$ cat src/rtl/mcp4728_update_scheduler.sv
// Shadow bank of per-chip DAC setpoints; round-robin picks a dirty chip and requests one controller frame.
// needTransmit rises two cycles after a chip goes dirty and holds until tx_done or the WAIT timeout.
module mcp4728_update_scheduler #(
  parameter int NUM_CHIPS = 4,
  parameter int TIMEOUT   = 4095
) (
  input  logic        clk,
  input  logic        rst,
  input  logic        enable,
  input  logic        wr_en,
  input  logic [1:0]  wr_chip,
  input  logic [1:0]  wr_ch,
  input  logic [11:0] wr_data,
  input  logic        tx_done,
  input  logic        err_clr,
  output logic [11:0] dac0,
  output logic [11:0] dac1,
  output logic [11:0] dac2,
  output logic [11:0] dac3,
  output logic [2:0]  dacNumber,
  output logic        needTransmit,
  output logic        busy,
  output logic [3:0]  pending,
  output logic        timeout_err
);
  localparam int CW = (TIMEOUT > 1) ? $clog2(TIMEOUT) : 1;
  localparam logic [CW-1:0] CNT_LAST = CW'(TIMEOUT - 1);

  typedef enum logic [1:0] {S_IDLE, S_LOAD, S_WAIT} state_t;

  state_t        state_q, state_d;
  logic [11:0]   bank_q [4][4];
  logic [3:0]    pending_q, pending_d;
  logic [1:0]    sel_q, sel_d;
  logic [1:0]    rr_q, rr_d;
  logic [CW-1:0] cnt_q, cnt_d;
  logic [11:0]   dac_q [4];
  logic [11:0]   dac_d [4];
  logic [2:0]    num_q, num_d;
  logic          nt_q, nt_d;
  logic          err_q, err_d;
  logic          wr_ok;
  logic          pick_vld;
  logic [1:0]    pick_idx;
  logic [1:0]    cand;

  assign wr_ok = wr_en && (int'(wr_chip) < NUM_CHIPS);

  // Scan downward so the candidate closest to the rr pointer is the last (winning) assignment.
  always_comb begin
    pick_vld = 1'b0;
    pick_idx = 2'd0;
    cand     = 2'd0;
    for (int i = NUM_CHIPS - 1; i >= 0; i--) begin
      cand = 2'((int'(rr_q) + i) % NUM_CHIPS);
      if (pending_q[cand]) begin
        pick_vld = 1'b1;
        pick_idx = cand;
      end
    end
  end

  always_comb begin
    state_d   = state_q;
    pending_d = pending_q;
    sel_d     = sel_q;
    rr_d      = rr_q;
    cnt_d     = cnt_q;
    dac_d     = dac_q;
    num_d     = num_q;
    nt_d      = nt_q;
    err_d     = err_clr ? 1'b0 : err_q;
    unique case (state_q)
      S_IDLE: begin
        if (enable && pick_vld) begin
          sel_d   = pick_idx;
          state_d = S_LOAD;
        end
      end
      S_LOAD: begin
        for (int c = 0; c < 4; c++) dac_d[c] = bank_q[sel_q][c];
        num_d            = {1'b0, sel_q};
        pending_d[sel_q] = 1'b0;
        rr_d             = 2'((int'(sel_q) + 1) % NUM_CHIPS);
        nt_d             = 1'b1;
        cnt_d            = '0;
        state_d          = S_WAIT;
      end
      S_WAIT: begin
        if (tx_done) begin
          nt_d    = 1'b0;
          state_d = S_IDLE;
        end else if (cnt_q == CNT_LAST) begin
          nt_d             = 1'b0;
          err_d            = 1'b1;
          pending_d[sel_q] = 1'b1;
          state_d          = S_IDLE;
        end else begin
          cnt_d = cnt_q + CW'(1);
        end
      end
      default: state_d = S_IDLE;
    endcase
    // A write in the LOAD cycle overrides the clear so the chip is re-sent with the new value.
    if (wr_ok) pending_d[wr_chip] = 1'b1;
  end

  always_ff @(posedge clk or negedge rst) begin
    if (!rst) begin
      state_q   <= S_IDLE;
      bank_q    <= '{default: '0};
      pending_q <= '0;
      sel_q     <= '0;
      rr_q      <= '0;
      cnt_q     <= '0;
      dac_q     <= '{default: '0};
      num_q     <= '0;
      nt_q      <= 1'b0;
      err_q     <= 1'b0;
    end else begin
      state_q   <= state_d;
      pending_q <= pending_d;
      sel_q     <= sel_d;
      rr_q      <= rr_d;
      cnt_q     <= cnt_d;
      dac_q     <= dac_d;
      num_q     <= num_d;
      nt_q      <= nt_d;
      err_q     <= err_d;
      if (wr_ok) bank_q[wr_chip][wr_ch] <= wr_data;
    end
  end

  assign dac0         = dac_q[0];
  assign dac1         = dac_q[1];
  assign dac2         = dac_q[2];
  assign dac3         = dac_q[3];
  assign dacNumber    = num_q;
  assign needTransmit = nt_q;
  assign busy         = (state_q != S_IDLE);
  assign pending      = pending_q;
  assign timeout_err  = err_q;

endmodule

$ cat config.mk
export PLATFORM = sky130hd
export DESIGN_NAME = mcp4728_update_scheduler
export DESIGN_NICKNAME = d
export VERILOG_FILES = /design/src/rtl/mcp4728_update_scheduler.sv
export SDC_FILE = /design/constraint.sdc
export NUM_CORES = 1
export LEC_CHECK = 0
export ABC_AREA = 1
export CAP_MARGIN = 0
export CORE_UTILIZATION = 40
export DETAILED_ROUTE_END_ITERATION = 6
export HOLD_SLACK_MARGIN = 0.05
export PLACE_DENSITY = 0.56
export SYNTH_ARGS = -nofsm -noshare
export SYNTH_HDL_FRONTEND = slang
export SYNTH_SLANG_ARGS = --single-unit
$ cat constraint.sdc
create_clock -name clk -period 4.03 [get_ports clk]
set_input_delay 0.6045 -clock clk [delete_from_list [all_inputs] [get_ports clk]]
set_output_delay 0.6045 -clock clk [all_outputs]
set_load 0.02 [all_outputs]
==> summary.md, run 1 <==
| Metric | Value |
|---|---|
| Outcome | `finished, final reports clean` |
| Yosys cell types | `31` |
| Crit share post-route | `65.0%` |
| Dpl cells | `1762` |
| Largest net degree at the start of global routing | `between 100 and 150` |
| CP max-delay cell | `clkdlybuf4s50_1` |
| First-pass GRT wire length | `51.7 mm` |
| Final setup margin | `between 1 and 1.5 ns` |
| Compound-gate portion of the synthesized area | `between 15 and 20%` |
| Inserted Clock Buffers | `29` |
| CTS H-Tree Depth | `1` |
| Sw Ratio | `between 30 and 40%` |
| Reg2Reg Setup Slack | `between 1.5 and 2 ns` |
| VDD IR max | `roughly 0.00036 V` |
| Placer Congestion | `between 0.8 and 0.9` |
| Postcts setup bufs | `0` |
| Fin. Hold Viols | `0` |
| Initial Util | `between 40 and 50%` |
| Critical path endpoint category | `primary output` |
| Initial antenna violation count | `1` |
| Clk sink count | `roughly 270` |
| Clock power share | `27.2%` |
| Clock buffer depth | `3` |
| Max_cap viols | `0` |
| Net Sw Power | `about 0.0037 W` |
| P_leak | `slightly above 6 nW` |
| GRT Resource Usage Total | `21.7%` |
| Post-place setup slack | `1.18 ns` |
| CTS resizes | `0` |
| Vias in the first global route | `9168` |
| Antenna-violating nets left | `0` |
| Clk_lat worst skew | `around 0.55 ns` |
| Hold crit path type | `in2async` |
| Worst slew pin tran | `~1 ns` |
| DR WL/cell | `roughly 17 um` |
| Hold_buf cts | `0` |
| Mapped Area | `between 10000 and 15000 um^2` |
| Clock transition at the registers of the reported paths | `~0.060 ns` |
| Nets@finish | `approximately 1400` |
| DR vias/cell | `around 5.2` |
| Post-route insts no fill | `1816` |
| Placeable Area | `28700 um^2` |
| Reg-to-Reg End | `dac1[4]` |
| Combinational share of power | `35.1%` |
| Cell Rows | `just over 60` |
| Mux contribution to synthesized area | `0%` |
| Delay-heaviest family, CP | `buffers and inverters` |
| Flop pwr share | `a little under two fifths` |
| Vias post-DR | `roughly 9500` |
| Worst reg2reg path depth | `6` |
| Slew Viols, Final | `0` |
| Layout area overhead | `17.5%` |
| IO buf count | `78` |
| Drt drc | `0` |
| Grt ovf | `0` |
| Critical path, cell by cell | `inv_1, ha_1, inv_1, clkdlybuf4s50_1` |
| Crit path largest cell delay | `about 0.62 ns` |
| Clock Skew | `between 0.01 and 0.015 ns` |
| Post-DP HPWL | `approximately 19 mm` |
| Relative slew slack | `between 30% and 40%` |
| Min Tclk post-route | `between 2 and 3 ns` |
| Critical path startpoint category | `register` |
| Fin util | `a little under half` |
| PD cells | `between 700 and 800 nW/um^2` |
| Synthesized flop and latch total | `approximately 270` |
| RSZ-0062 raised after global routing | `no` |
| Yosys warning count | `0` |
| Critical path fanouts, max | `3` |
| CTS root buf | `clkbuf_16` |
| Die area | `between 20000 and 30000 um^2` |
| Worst endpoint required time | `between 3 and 4 ns` |
| Cells after Synth | `about 1400` |
| TritonRoute pass-1 iters | `5` |
| Total Power | `0.0102 W` |
| Setup_tns | `0 ns` |
| Worst Path Buf+Inv | `3` |
| CTS tree | `done` |
| Fillcell total | `roughly 2800` |
| IO Count | `80` |
| Die W | `~170 um` |
| Syn Area/Cell | `around 8.4 um^2` |
| WL final | `roughly 32 mm` |
| Pint | `0.00645 W` |
| Setup violators final | `0` |
| Syn Nets | `~1400` |
| Critical path type | `reg2out` |
| Share of cells above drive strength 1 | `under 10%` |
| Arrival time worst endpoint | `around 2 ns` |
| Critical R2R Launch | `sel_q[0]` |
| Largest family of logic cells by synthesized area | `simple AND/OR/NAND/NOR gates` |
| Xor and xnor fraction of the mapped netlist area | `less than 1%` |
| Chip height | `~170 um` |
| Initial drt markers | `approximately 900` |
| Post-Synth Adder-Cell Area | `between 1 and 1.5%` |
| Simple-Gate Fraction of Synth Area | `roughly 18%` |
| Sequential fraction of the synthesis area | `between 50% and 60%` |
| Max frequency | `about 380 MHz` |
| CP most frequent cell | `inv_1` |
==> cells in the mapped netlist <==
| cell type | n | area share (%) |
|---|---|---|
| inv_2 | 3 | 0.097 |
| nor2_2 | 2 | 0.11 |
| nand2_2 | 1 | 0.054 |
| o21a_1 | 1 | 0.064 |
| o21bai_1 | 1 | 0.064 |
| nor3_2 | 5 | 0.43 |
| nand3_2 | 1 | 0.086 |
| a31oi_1 | 48 | 2.6 |
| nand4_1 | 5 | 0.27 |
| buf_2 | 9 | 0.39 |
| nand3_1 | 21 | 0.90 |
| a21o_1 | 3 | 0.19 |
| nor3_4 | 1 | 0.14 |
| xor2_1 | 6 | 0.45 |
| inv_1 | 82 | 2.6 |
| nor2_1 | 189 | 6.1 |
| conb_1 | 1 | 0.032 |
| a21oi_1 | 37 | 1.6 |
| clkinv_1 | 1 | 0.032 |
| o21ai_1 | 66 | 2.8 |
| o21ai_0 | 238 | 10 |
| ha_1 | 10 | 1.1 |
| nor3_1 | 5 | 0.21 |
| xnor2_1 | 2 | 0.15 |
| nand3b_1 | 1 | 0.064 |
| o22ai_1 | 2 | 0.11 |
| dfrtp_1 | 266 | 57 |
| nand2_1 | 292 | 9.4 |
| buf_4 | 2 | 0.13 |
| clkbuf_1 | 72 | 2.3 |
| buf_1 | 8 | 0.26 |
==> metrics by stage <==
| step | cell area (um^2) | hold WS (ns) |
|---|---|---|
| finish | 13700 | 0.147 |
| global route | 13700 | 0.220 |
| CTS | 13700 | 0.176 |
| detailed placement | 12700 | 0.467 |
| global placement | 12700 | 0.460 |
| floorplan | 11700 | 0.309 |
==> cell type report <==
type                            count  area [um^2]  area share, %
Antenna cell                        1         2.50         0.0183
Clock buffer                       41          831           6.06
Tap cell                          384          480           3.51
Multi-Input combinational cell    938         4340           31.7
Timing Repair Buffer               88          898           6.56
Clock inverter                     12          168           1.22
Inverter                           86          323           2.36
Sequential cell                   266         6660           48.6
==> worst max-delay path by stage <==
| stage | startpoint | end | slack [ns] | cells past startpoint |
|---|---|---|---|---|
| after detailed placement | wr_en | bank_q[12] | 1.18 | 5 |
| after floorplan | wr_en | bank_q[10] | 2.45 | 6 |
| after global routing | state_q[0] | busy | 1.32 | 4 |
| after CTS | state_q[0] | busy | 1.39 | 4 |
| final | state_q[0] | busy | 1.41 | 4 |
| after global placement | wr_en | bank_q[15] | 1.19 | 6 |
==> registers in the layout, summed over array words and instances, names as in the netlist <==
register / cells
needTransmit: 1
dac1: 12
dac2: 12
rr_q: 2
state_q: 2
pending: 4
dacNumber: 2
dac3: 12
cnt_q: 12
sel_q: 2
timeout_err: 1
dac0: 12
bank_q: 192
==> logic make-up after synthesis <==
family | after synthesis
other | 1
AND/OR/NAND/NOR | 523
buffers and inverters | 177
flip-flops | 266
AO/OA/AOI/OAI | 396
adder cells (fa/ha/maj) | 10
XOR/XNOR | 8
==> power groups by stage <==
stage / Clock, W / Combinational (W) / Sequential [W]
global placement: 0 / 0.00355 / 0.00387
CTS: 0.00283 / 0.00361 / 0.00384
floorplan: 0 / 0.00197 / 0.00410
finish: 0.00277 / 0.00358 / 0.00384
detailed placement: 0 / 0.00359 / 0.00388
global route: 0.00293 / 0.00400 / 0.00393
==> cell usage in the layout (no fill, tap or decap), types with 2 or more instances in the layout <==
cell and count:
xnor2_1 2, nor3_1 5, o21ai_0 238, clkbuf_16 29
bufinv_16 4, o21ai_1 66, clkbuf_8 6, inv_2 3
buf_12 3, nand2_1 292, clkdlybuf4s50_1 77, a31oi_1 48
nand4_1 5, dfrtp_1 264, ha_1 9, nor2_2 2
o22ai_1 2, nor3_2 5, nand3_1 21, a21o_1 3
nor2_1 189, inv_1 82, a21oi_1 37, clkinv_2 6
xor2_1 6, clkbuf_1 6, buf_4 7
==> layer usage <==
metal  wire length (um)  global-route usage, %
met1              15400                   31.8
met2              14300                   34.2
met3               1510                   3.10
met4                531                   4.61
met5                  0                      0
Note: power is estimated with default switching activity, not from simulation.
==> run 2: changes to the inputs <==
clock period = 2.45 ns   (was 4.03 ns; I/O delays follow)
==> summary.md, run 2 (synthesis results as in run 1) <==
| Metric | Value |
|---|---|
| Outcome | `finished, final reports clean` |
| Clock transition at the registers of the reported paths | `0.06 ns (about the same)` |
| Chip height | `173 um (unchanged)` |
| Fin. Hold Viols | `0 (unchanged)` |
| Register cell area after layout | `6660 um^2 (unchanged)` |
| IO buf count | `78 (unchanged)` |
| Vias post-DR | `9608 (+1.3%)` |
| Combinational share of power | `34.8% (-0.3 points)` |
| Clock power share | `28.3% (+1.1 points)` |
| Die W | `173 um (unchanged)` |
| Leading cell type in the layout, fill and taps excluded | `nand2_1` |
| IO Count | `80 (unchanged)` |
| Clock Skew | `0.0294 ns (+0.0144 ns)` |
| Biggest register | `bank_q` |
| Net Sw Power | `0.00621 W (+66%)` |
| Cell Rows | `62 (unchanged)` |
| DR WL/cell | `17.0 um (-2.6%)` |
| Share of cells above drive strength 1 | `7.74% (+2.6 points)` |
| P_leak | `6.43 nW (+3.8%)` |
| Critical path startpoint category | `register` |
| Fillcell total | `2799 (+0.036%)` |
| CTS H-Tree Depth | `1 (unchanged)` |
| First-pass GRT wire length | `51.7 mm (about the same)` |
| Max frequency | `between 400 and 500 MHz` |
| Worst slew pin tran | `0.725 ns (-0.280 ns)` |
| Drt drc | `0 (unchanged)` |
| Postcts setup bufs | `0 (unchanged)` |
| Clk sink count | `266 (unchanged)` |
| Slew Viols, Final | `0 (unchanged)` |
| Critical path endpoint category | `primary output` |
| CTS root buf | `clkbuf_16` |
| PD cells | `1210 nW/um^2 (+63%)` |
| Initial Util | `40.6% (unchanged)` |
| Setup_tns | `0 ns (unchanged)` |
| Number of flip-flops in the largest register | `192 (unchanged)` |
| TritonRoute pass-1 iters | `6 (+1)` |
| Finished Cell Area | `14100 um^2 (+3.1%)` |
| RSZ-0062 raised after global routing | `no` |
| Hold crit path type | `in2async` |
| WL final | `31.7 mm (-0.37%)` |
| DR vias/cell | `5.17 (-0.96%)` |
| Post-DP HPWL | `19.3 mm (+1.3%)` |
| Largest net degree at the start of global routing | `114 (+1.8%)` |
| Pint | `0.0109 W (+69%)` |
| Flop pwr share | `36.9% (-0.8 points)` |
| Ant. Diodes | `0 (-1)` |
| Grt ovf | `0 (unchanged)` |
| Relative slew slack | `51.7% (+19 points)` |
| Placer Congestion | `0.803 (about the same)` |
| Clk_lat worst skew | `0.58 ns (+0.03 ns)` |
| Initial drt markers | `695 (-24%)` |
| Initial antenna violation count | `1 (unchanged)` |
| Critical path fanouts, max | `3 (unchanged)` |
| GRT Resource Usage Total | `21.7% (-0.038 points)` |
| Sw Ratio | `36.4% (-0.35 points)` |
| Worst reg2reg path depth | `7 (+1)` |
| Placeable Area | `28700 um^2 (unchanged)` |
| Multi-input logic area | `4340 um^2 (unchanged)` |
| Setup violators final | `0 (unchanged)` |
| Vias in the first global route | `9210 (+0.46%)` |
| Die area | `29800 um^2 (unchanged)` |
| Layout area overhead | `21.1%` |
| Clock buffer depth | `3 (unchanged)` |
| Max_cap viols | `0 (unchanged)` |
| CTS tree | `done` |
| VDD IR max | `0.000729 V (+100%)` |
| Most frequent cells in the layout | `292 x nand2_1, 264 x dfrtp_1, 238 x o21ai_0` |
| Min Tclk post-route | `roughly 2.0 ns` |
| Critical path type | `reg2out` |
| Antenna-violating nets left | `0 (unchanged)` |
| Worst endpoint required time | `2.08 ns (-1.35 ns)` |
| Crit share post-route | `slightly above 80%` |
| Arrival time worst endpoint | `1.66 ns (-0.35 ns)` |
| Inserted Clock Buffers | `30 (+3.4%)` |
| Nets@finish | `1481 (+2.8%)` |
| Area after DPL | `13000 um^2 (+2.5%)` |
run 2: cell type report:
class	instances	area share [%]
sequential	266	47.2
multi-input combinational	938	30.7
timing repair buffer	127	8.73
clock buffer	47	6.48
tap	384	3.40
inverter	86	2.29
clock inverter	9	1.23
run 2: layer usage:
metal / vias up / share of wire, % / track usage, % / wire length (um)
met5: - / 0 / 0 / 0
met3: 33 / 4.8 / 3.30 / 1510
met4: 0 / 1.6 / 4.31 / 508
met2: 237 / 45 / 34.2 / 14200
met1: 4685 / 49 / 31.7 / 15400
li1: 4653 / - / - / -
run 2: final timing paths:
kind / slack, ns / to / start
worst max-delay path: 0.42 / busy / state_q[0]
worst max register to register: 0.65 / pending[1] / sel_q[1]
worst min-delay path: 0.34 / cnt_q[7] / rst
worst min register to register: 0.47 / dacNumber[0] / dacNumber[0]
min in group clk: 0.39 / timeout_err / err_clr
max in group asynchronous: 1.32 / bank_q[10] / rst
run 2: worst max-delay path, stage by stage (launching register included):
cell and delay [ns]:
dfrtp_1 0.43, inv_1 0.10, ha_1 0.22, inv_1 0.12, dlymetal6s2s_1 0.24
run 2: power groups by stage:
| stage | sequential, W | clock (W) | combinational, W |
|---|---|---|---|
| floorplan | 0.00674 | 0 | 0.00324 |
| global placement | 0.00635 | 0 | 0.00593 |
| CTS | 0.00631 | 0.00492 | 0.00600 |
| detailed placement | 0.00638 | 0 | 0.00597 |
| finish | 0.00630 | 0.00484 | 0.00595 |
| global route | 0.00646 | 0.00510 | 0.00668 |
run 2: per-stage QoR:
| step | total power [W] | util [%] | cells | worst slack (ns) | hold slack, ns |
|---|---|---|---|---|---|
| global placement | 0.0123 | 45.4 | 1800 | 0.503 | 0.347 |
| floorplan | 0.00998 | - | 1381 | 0.966 | 0.0719 |
| global route | 0.0182 | 49.2 | 1857 | 0.324 | 0.382 |
| CTS | 0.0172 | 49.2 | 1857 | 0.0174 | 0.350 |
| detailed placement | 0.0123 | 45.4 | 1800 | 0.459 | 0.347 |
| finish | 0.0171 | 49.2 | 1857 | 0.419 | 0.338 |
run 2: timing repair:
action,CTS,global route
hold buffers,1,0
endpoints found under the hold margin,53,0
resized for setup,0,1
setup endpoints to repair,0,1
==> RTL edit: new RTL, config.mk and constraints of run 2 <==
`pending_q` no longer has a reset.
--- a/src/rtl/mcp4728_update_scheduler.sv
+++ b/src/rtl/mcp4728_update_scheduler.sv
@@ -110,5 +110,4 @@
       state_q   <= S_IDLE;
       bank_q    <= '{default: '0};
-      pending_q <= '0;
       sel_q     <= '0;
       rr_q      <= '0;
@@ -120,5 +119,4 @@
     end else begin
       state_q   <= state_d;
-      pending_q <= pending_d;
       sel_q     <= sel_d;
       rr_q      <= rr_d;
@@ -130,4 +128,8 @@
       if (wr_ok) bank_q[wr_chip][wr_ch] <= wr_data;
     end
+  end
+
+  always_ff @(posedge clk) begin
+    pending_q <= pending_d;
   end
 
Check against the original RTL: not equivalent (Yosys sat finds a counterexample within 4 cycles, from zero or initial values and one cycle with rst low).
==> RTL edit against run 2 <==
  * Non-clock buffer count grew 1
  * Sequential cell count is the same
  * Area after synthesis shrank 0.17%
  * Design area shrank 1.1%
  * Clock skew shrank 0.0062 ns
  * Power shrank 2.6%
  * Routed wire length shrank 1.2%
  * Count of clock-buffer cells in the layout shrank 9
  * Worst setup slack lost 0.31 ns
  * Highest routed layer is now met5
==> RTL edit: results (changes against run 2) <==
[metrics] outcome: completed
[metrics] fraction of final layout cells with drive strength greater than 1: 7.82% (+0.084 points)
[metrics] share of the synthesized netlist area taken by xor and xnor gates: 0.602% (+0.0010 points)
[metrics] Placement Setup Slack: 0.444 ns (-0.0142 ns)
[metrics] synthesized-area fraction occupied by adder cells: 1.07% (+0.0018 points)
[metrics] number of input and output port buffers inserted: 78 (unchanged)
[metrics] leakage power of the design: 6.36 nW (-1.1%)
[metrics] main area contributors after synthesis: sky130_fd_sc_hd__dfrtp_1 56%, sky130_fd_sc_hd__o21ai_0 10%, sky130_fd_sc_hd__nand2_1 9.4%
[metrics] Synth Area in Compound Gates: 17.7% (+0.030 points)
[metrics] WL/cell: 16.9 um (-1.1%)
[metrics] HPWL Detailed: 19,800 um (+2.5%)
[metrics] mean cell area of the mapped netlist: 8.43 um2 (-0.17%)
[metrics] global-route wire length before repair: 51,800 um (+0.13%)
[metrics] total CTS buffers: 29 (-3.3%)
[metrics] clock latency of the later-clocked register in the worst-skew pair: 0.55 ns (-0.03 ns)
[metrics] via count of the first global-routing pass: 9,242 (+0.35%)
[metrics] per-cell via count in the routed design: 5.09 (-1.6%)
[metrics] number of distinct library cells after synthesis: 32 (+3.2%)
[metrics] fraction of synthesis flops using an asynchronous set or reset pin: 98.5% (-1.5 points)
[metrics] maximum vdd drop: 584 uV (-20%)
[metrics] Worst path slowest cell: sky130_fd_sc_hd__clkdlybuf4s50_1
[metrics] fill cell total of the finished layout: 2,772 (-0.96%)
[metrics] largest stage delay on the critical path: 0.60 ns (+0.17 ns)
[metrics] total global routing track utilization: 21.6% (-0.030 points)
[metrics] number of violations reported at the end of detailed-routing iteration 0: 875 (+26%)
[metrics] count of placed standard cells including taps: 1,801 (+0.056%)
[metrics] Final Skew: 0.0232 ns (-0.00618 ns)
[metrics] number of detailed-routing iterations run before antenna repair: 7 (+1)
[metrics] placement-stage cell area: 13,000 um2 (-0.20%)
[metrics] final weighted congestion in routability-driven placement: 0.831 (+3.5%)
[metrics] maximum number of pins on one net before global-route repair: 103 (-9.6%)
[metrics] Post-synth top cells: 292 x sky130_fd_sc_hd__nand2_1, 262 x sky130_fd_sc_hd__dfrtp_1, 238 x sky130_fd_sc_hd__o21ai_0, 189 x sky130_fd_sc_hd__nor2_1, 82 x sky130_fd_sc_hd__inv_1
[metrics] proportion of synthesized chip area in sequential cells: 57.0% (-0.074 points)
[metrics] worst rel slew slack: 55.2% (+3.6 points)
[metrics] DR vias: 9,442 (-1.7%)
-- RTL edit: timing repair --
| action | 4_1_cts | 5_1_grt |
|---|---|---|
| buffers inserted | 0 | 0 |
| endpoints found under the setup margin | 0 | 0 |
| endpoints found under the hold margin | 62 | 0 |
| gates resized for setup | 0 | 0 |
| hold buffers | 1 | 0 |
-- RTL edit: layer usage --
metal / vias up / share of wire [%] / global-route usage [%]
met5: - / 0.035 / 0
met2: 202 / 44 / 33.5
met4: 2 / 1.6 / 4.50
met1: 4545 / 49 / 31.6
li1: 4655 / - / -
met3: 38 / 4.8 / 3.94
-- RTL edit: final cells by class --
class                   count  area, um2  area share (%)
flip-flops and latches    266       6640            47.5
multi-input cells         938       4340            31.1
repair buffers            128       1230            8.78
clock buffers              38        830            5.94
well taps                 384        480            3.44
inverters                  86        323            2.31
clock inverters            14        128           0.914
-- RTL edit: worst max-delay path: cells and delay by family (launching register included) --
kind	cells	cell delay [ns]
fa+ha+maj	1	0.21
buf+inv	3	0.80
flops	1	0.42
-- RTL edit: cell families after synthesis --
group	count (synthesis)
buffers and inverters	177
other	1
XOR/XNOR	8
adder cells (fa/ha/maj)	10
AND/OR/NAND/NOR	523
flip-flops	266
AO/OA/AOI/OAI	396
-- RTL edit: worst paths after layout --
kind,startpoint,endpoint,slack (ns),cells past startpoint
setup / recovery,state_q[0],busy,0.11,4
hold / removal,rst,cnt_q[4],0.37,2
setup reg to reg,cnt_q[0],cnt_q[6],0.66,7
hold reg to reg,bank_q[159],bank_q[159],0.48,2
max in group asynchronous,rst,sel_q[0],1.20,3
min in group clk,err_clr,timeout_err,0.40,2
-- RTL edit: power breakdown --
group / switching, W / internal (W)
sequential: 0.000746 / 0.00561
clock: 0.00177 / 0.00258
combinational: 0.00363 / 0.00231
